$ cat src/rtl/snoop_bus_arbiter.sv
// Round-robin snoop bus arbiter with registered broadcast, flush data steering and hit combine.
// Optional tenure limit enabled by defining SNOOP_ARB_TIMEOUT_EN.
module snoop_bus_arbiter #(
  parameter int unsigned NUM_CORES  = 4,
  parameter int unsigned DATA_W     = 32,
  parameter int unsigned ADDR_W     = 32,
  parameter int unsigned MAX_TENURE = 16
) (
  input  logic                           clk,
  input  logic                           reset,
  input  logic [NUM_CORES-1:0]           req_core,
  output logic [NUM_CORES-1:0]           grant,
  input  logic [NUM_CORES*DATA_W-1:0]    core_data_out,
  input  logic [NUM_CORES*ADDR_W-1:0]    core_address_out,
  input  logic [NUM_CORES*2-1:0]         core_operation_out,
  input  logic [NUM_CORES-1:0]           core_cache_hit_out,
  input  logic [NUM_CORES-1:0]           core_flush_out,
  output logic [DATA_W-1:0]              bus_data_in,
  output logic [ADDR_W-1:0]              bus_address_in,
  output logic [1:0]                     bus_operation_in,
  output logic [NUM_CORES-1:0]           cache_hit_in,
  output logic [$clog2(NUM_CORES)-1:0]   owner_id,
  output logic                           bus_busy
);

  localparam int unsigned IdW      = $clog2(NUM_CORES);
  localparam logic [1:0]  OpBusNon = 2'b11;

  typedef enum logic {StIdle, StOwned} state_e;

  state_e               state_q;
  logic [IdW-1:0]       owner_q, rr_ptr_q;
  logic [NUM_CORES-1:0] grant_q, hit_q;
  logic [DATA_W-1:0]    data_q;
  logic [ADDR_W-1:0]    addr_q;
  logic [1:0]           op_q;

  logic [IdW-1:0]       owner_next, idle_pick, hand_pick;
  logic [NUM_CORES-1:0] others;
  logic                 any_req, any_other, owner_req, preempt;
  logic [DATA_W-1:0]    data_d;
  logic [ADDR_W-1:0]    addr_d;
  logic [1:0]           op_d;
  logic [NUM_CORES-1:0] hit_d;

  // First set bit of vec at or after start, wrapping modulo NUM_CORES.
  function automatic logic [IdW-1:0] rr_pick(input logic [NUM_CORES-1:0] vec,
                                             input logic [IdW-1:0] start);
    logic found;
    int   idx;
    rr_pick = start;
    found   = 1'b0;
    for (int k = 0; k < int'(NUM_CORES); k++) begin
      idx = (int'(start) + k) % int'(NUM_CORES);
      if (!found && vec[idx]) begin
        rr_pick = IdW'(idx);
        found   = 1'b1;
      end
    end
  endfunction

  function automatic logic [NUM_CORES-1:0] to_onehot(input logic [IdW-1:0] idx);
    to_onehot      = '0;
    to_onehot[idx] = 1'b1;
  endfunction

  always_comb begin
    owner_next = (int'(owner_q) == int'(NUM_CORES) - 1) ? '0 : owner_q + IdW'(1);
    others     = req_core & ~grant_q;
    any_req    = |req_core;
    any_other  = |others;
    owner_req  = req_core[owner_q];
    idle_pick  = rr_pick(req_core, rr_ptr_q);
    hand_pick  = rr_pick(others, owner_next);
  end

`ifdef SNOOP_ARB_TIMEOUT_EN
  localparam int unsigned TenW = $clog2(MAX_TENURE);
  logic [TenW-1:0] tenure_q;
  logic            tenure_max;
  assign tenure_max = (tenure_q == TenW'(MAX_TENURE - 1));
  assign preempt    = tenure_max && any_other;
`else
  assign preempt = 1'b0;
`endif

  // Broadcast source: owner's transaction, data overridden by lowest-indexed flushing non-owner.
  always_comb begin
    data_d = '0;
    addr_d = '0;
    op_d   = OpBusNon;
    if (state_q == StOwned) begin
      data_d = core_data_out[int'(owner_q)*DATA_W +: DATA_W];
      addr_d = core_address_out[int'(owner_q)*ADDR_W +: ADDR_W];
      op_d   = core_operation_out[int'(owner_q)*2 +: 2];
      for (int i = int'(NUM_CORES) - 1; i >= 0; i--) begin
        if (core_flush_out[i] && !grant_q[i]) data_d = core_data_out[i*DATA_W +: DATA_W];
      end
    end
  end

  always_comb begin
    hit_d = '0;
    for (int i = 0; i < int'(NUM_CORES); i++) begin
      hit_d[i] = |(core_cache_hit_out & ~(NUM_CORES'(1) << i));
    end
  end

  always_ff @(posedge clk) begin
    if (reset) begin
      state_q  <= StIdle;
      grant_q  <= '0;
      owner_q  <= '0;
      rr_ptr_q <= '0;
      data_q   <= '0;
      addr_q   <= '0;
      op_q     <= OpBusNon;
      hit_q    <= '0;
`ifdef SNOOP_ARB_TIMEOUT_EN
      tenure_q <= '0;
`endif
    end else begin
      data_q <= data_d;
      addr_q <= addr_d;
      op_q   <= op_d;
      hit_q  <= hit_d;
      case (state_q)
        StIdle: begin
          if (any_req) begin
            state_q <= StOwned;
            owner_q <= idle_pick;
            grant_q <= to_onehot(idle_pick);
`ifdef SNOOP_ARB_TIMEOUT_EN
            tenure_q <= '0;
`endif
          end
        end
        StOwned: begin
          if (!owner_req || preempt) begin
            rr_ptr_q <= owner_next;
            if (any_other) begin
              owner_q <= hand_pick;
              grant_q <= to_onehot(hand_pick);
`ifdef SNOOP_ARB_TIMEOUT_EN
              tenure_q <= '0;
`endif
            end else begin
              state_q <= StIdle;
              grant_q <= '0;
            end
          end else begin
`ifdef SNOOP_ARB_TIMEOUT_EN
            if (!tenure_max) tenure_q <= tenure_q + TenW'(1);
`endif
          end
        end
        default: state_q <= StIdle;
      endcase
    end
  end

  assign grant            = grant_q;
  assign owner_id         = owner_q;
  assign bus_busy         = (state_q == StOwned);
  assign bus_data_in      = data_q;
  assign bus_address_in   = addr_q;
  assign bus_operation_in = op_q;
  assign cache_hit_in     = hit_q;

endmodule

$ cat config.mk
export PLATFORM = sky130hd
export DESIGN_NAME = snoop_bus_arbiter
export DESIGN_NICKNAME = d
export VERILOG_FILES = /design/src/rtl/snoop_bus_arbiter.sv
export SDC_FILE = /design/constraint.sdc
export NUM_CORES = 1
export LEC_CHECK = 0
export CORE_AREA = 4 4 136 138
export CTS_BUF_LIST = sky130_fd_sc_hd__clkbuf_16
export CTS_CLUSTER_DIAMETER = 30
export DETAILED_ROUTE_END_ITERATION = 10
export DIE_AREA = 0 0 140 142
export HOLD_SLACK_MARGIN = 0.02
export PLACE_DENSITY = 0.7
export SLEW_MARGIN = 20
export SYNTH_ARGS = -nofsm -noshare
export SYNTH_HDL_FRONTEND = slang
export SYNTH_SLANG_ARGS = --single-unit
export TNS_END_PERCENT = 1
$ cat constraint.sdc
create_clock -name clk -period 3 [get_ports clk]
set_input_delay 0.6 -clock clk [delete_from_list [all_inputs] [get_ports clk]]
set_output_delay 0.6 -clock clk [all_outputs]
set_load 0.01 [all_outputs]
==> metrics.cfg <==
[sta]
setup-tns-final_ps=0
min_period_over_period_pct=76.9
period_needed_ps=2310
setup_violations=0
f_max_mhz=433
clock-skew-final_ps=7.80
worstMarginPinSlew_ps=521
hold_violations=0
final-max-slew-violation-count=0
relSlewSlack_pct=64.9
rsz0062_at_grt=no

[global_routing]
first_global_vias=5834
globalRouteTotalUtil_pct=22.3
gr-total-overflow=0
initial_antenna_violation_count=2
grt_pass1_wl_um=34400
grt_start_max_net_pins=70

[pwr]
cell_internal_pwr_mw=2.85
clock_power_share_pct=25.0
sequential_fraction_of_design_power_pct=29.0
p_comb_share_pct=46.0
p_switching_mw=1.39
vdd_ir_drop_max_uv=278
p_total_mw=4.24
power_density_nw_per_um2=457
power_switching_share_pct=32.8
power_leakage_nw=3.23

[run_status]
outcome=complete, no violations

[clock_network]
cts.hold.buffers_added=0
insertion_delay_ps=340
postCtsSetupRepairBufs=0
cts_inserted_buffers=9
clkTransAtPathRegs_ps=70
post_cts_resized=0
cts-root-buf=sky130_fd_sc_hd__clkbuf_16
clockBufferDepth=2
tritoncts=built
htreeDepth=3
cts_sinks=79

[cells_and_area]
final_layout_size_suffix_gt1_share_pct=12.7
area_growth_syn_to_layout_pct=78.1
finalNetCount=1156
antenna_cells_inserted=0
post-route-util_pct=54.0
final_design_area_no_fill_um2=9270

[hold_path]
hp-start=grant[3]
path_class_of_the_lowest_slack_min_delay_path=flop to flop

[place]
globalplace.congestion=0.874
port-buffer-count=354
dpl_cell_area_um2=8990
dpl.hpwl_um=17400

[logic_synthesis]
synth-async-reset-ratio_pct=0
netlist_instances=548
netlist_area_um2=5200
yosys_warnings=0
synth-main-ff-cell=sky130_fd_sc_hd__dfxtp_1
synth-edff-count=0
yosysUniqueCellTypes=38
synth_fp_nets=827
synth-seq-area-share_pct=30.4
postSynthRegisterBits=79
post_synth.cell_area_avg_um2=9.50

[critical_path]
timing.critical_path.required_ps=2400
r2r_start=owner_id[0]
endpoint_kind=output pin
cp_launch_type=flop
cp_data_arrival_time_ps=1710
worst-setup-path-type=flop to output pin
critical_path.max_fanout=69
cp-startpoint=owner_id[1]

[floorplanning]
die_h_um=142
die_area_um2=19900
num_io_pins=355
core_um2=17200
rows=48
fp.dieW_um=140
initial_core_util_pct=30.3

[routing]
dr.pass1.iters=5
wire_per_inst_um=20.7
drtIter0Drc=415
antenna_left=0
drt-total-wl_um=22900
viasPerCell=5.27
drt_drc_violations_left=0
vias=5830

[run]
cap_violations=0

## power groups by stage
stage	Combinational, mW	Clock, mW	Sequential (mW)
floorplan	1.08	0	1.27
global placement	1.94	0	1.25
detailed placement	1.95	0	1.25
CTS	1.96	1.10	1.23
global route	2.10	1.15	1.24
finish	1.95	1.06	1.23
## layer usage
| layer | up-vias | wire length (um) | track usage (%) |
|---|---|---|---|
| met2 | 297 | 11400 | 37.3 |
| met4 | 4 | 522 | 6.43 |
| met3 | 36 | 1770 | 6.25 |
| met1 | 2761 | 9170 | 28.3 |
| li1 | 2732 | - | - |
| met5 | - | 33 | 0 |
## cells by family after synthesis
| logic type | count (synthesis) | synth area share [%] |
|---|---|---|
| fa+ha+maj | 1 | 0.240 |
| flops | 79 | 30.4 |
| buf+inv | 55 | 4.66 |
| mux | 67 | 29.0 |
| simple gates | 223 | 20.2 |
| compound gates | 123 | 15.5 |
## Yosys cell counts, types with 4 or more instances
master	number	area share [%]
sky130_fd_sc_hd__a211oi_1	36	5.2
sky130_fd_sc_hd__a21oi_1	4	0.38
sky130_fd_sc_hd__a31oi_1	33	4.0
sky130_fd_sc_hd__buf_1	5	0.36
sky130_fd_sc_hd__buf_2	8	0.77
sky130_fd_sc_hd__clkbuf_1	35	2.5
sky130_fd_sc_hd__dfxtp_1	79	30
sky130_fd_sc_hd__mux4_2	67	29
sky130_fd_sc_hd__nand2_1	68	4.9
sky130_fd_sc_hd__nand2b_1	12	1.4
sky130_fd_sc_hd__nor2_1	52	3.8
sky130_fd_sc_hd__nor2b_1	40	4.8
sky130_fd_sc_hd__nor3_1	38	3.7
sky130_fd_sc_hd__o21ai_0	34	3.3
## placed cells by master (no fill, tap or decap), types with 2 or more instances in the layout
cell,count
sky130_fd_sc_hd__buf_4,13
sky130_fd_sc_hd__o221ai_1,3
sky130_fd_sc_hd__nand2_1,68
sky130_fd_sc_hd__a21oi_1,4
sky130_fd_sc_hd__o21ai_0,34
sky130_fd_sc_hd__clkbuf_16,9
sky130_fd_sc_hd__inv_1,2
sky130_fd_sc_hd__a311oi_1,2
sky130_fd_sc_hd__buf_12,4
sky130_fd_sc_hd__mux4_2,67
sky130_fd_sc_hd__dfxtp_4,2
sky130_fd_sc_hd__a31oi_1,33
sky130_fd_sc_hd__or2_2,2
sky130_fd_sc_hd__nor2_1,52
sky130_fd_sc_hd__nand3_1,3
sky130_fd_sc_hd__nand2b_1,10
sky130_fd_sc_hd__inv_6,2
sky130_fd_sc_hd__clkdlybuf4s50_1,354
sky130_fd_sc_hd__dfxtp_1,77
sky130_fd_sc_hd__nor3_1,38
sky130_fd_sc_hd__nor2b_2,3
sky130_fd_sc_hd__nand2b_2,2
sky130_fd_sc_hd__o21a_1,2
sky130_fd_sc_hd__nor2b_1,37
sky130_fd_sc_hd__a211oi_1,36
sky130_fd_sc_hd__a221o_1,3
sky130_fd_sc_hd__clkinvlp_4,3
## worst max-delay path, cell delays in order, from the launching register on
cell and delay (ps):
sky130_fd_sc_hd__dfxtp_4 360, sky130_fd_sc_hd__buf_12 340, sky130_fd_sc_hd__clkdlybuf4s50_1 620
## state kept, by name, summed over array words and instances (netlist names)
signal,count
bus_busy,1
bus_operation_in,2
owner_id,2
grant,4
cache_hit_in,4
bus_address_in,32
bus_data_in,32
rr_ptr_q,2
## final cells by class
type	count	area (um2)
clock buffers	9	225
clock inverters	7	55.1
repair buffers	371	3720
multi-input cells	414	3390
fillers	1572	7900
well taps	225	282
inverters	2	7.51
flip-flops and latches	79	1590
## worst paths after layout
check                                    to  slack [ps]  cells past startpoint
worst min-delay path               grant[3]         600                      2
worst min register to register     grant[3]         600                      2
worst max-delay path            owner_id[1]         690                      2
worst max register to register     grant[3]         800                      6
## through the flow
stage | std cells | hold WS [ps] | setup slack [ps]
CTS | 1107 | 591 | 667
global placement | 1091 | 565 | 407
floorplan | 548 | 496 | 1130
global route | 1107 | 626 | 550
finish | 1107 | 598 | 693
detailed placement | 1091 | 572 | 406
Note: power is estimated with default switching activity, not from simulation.
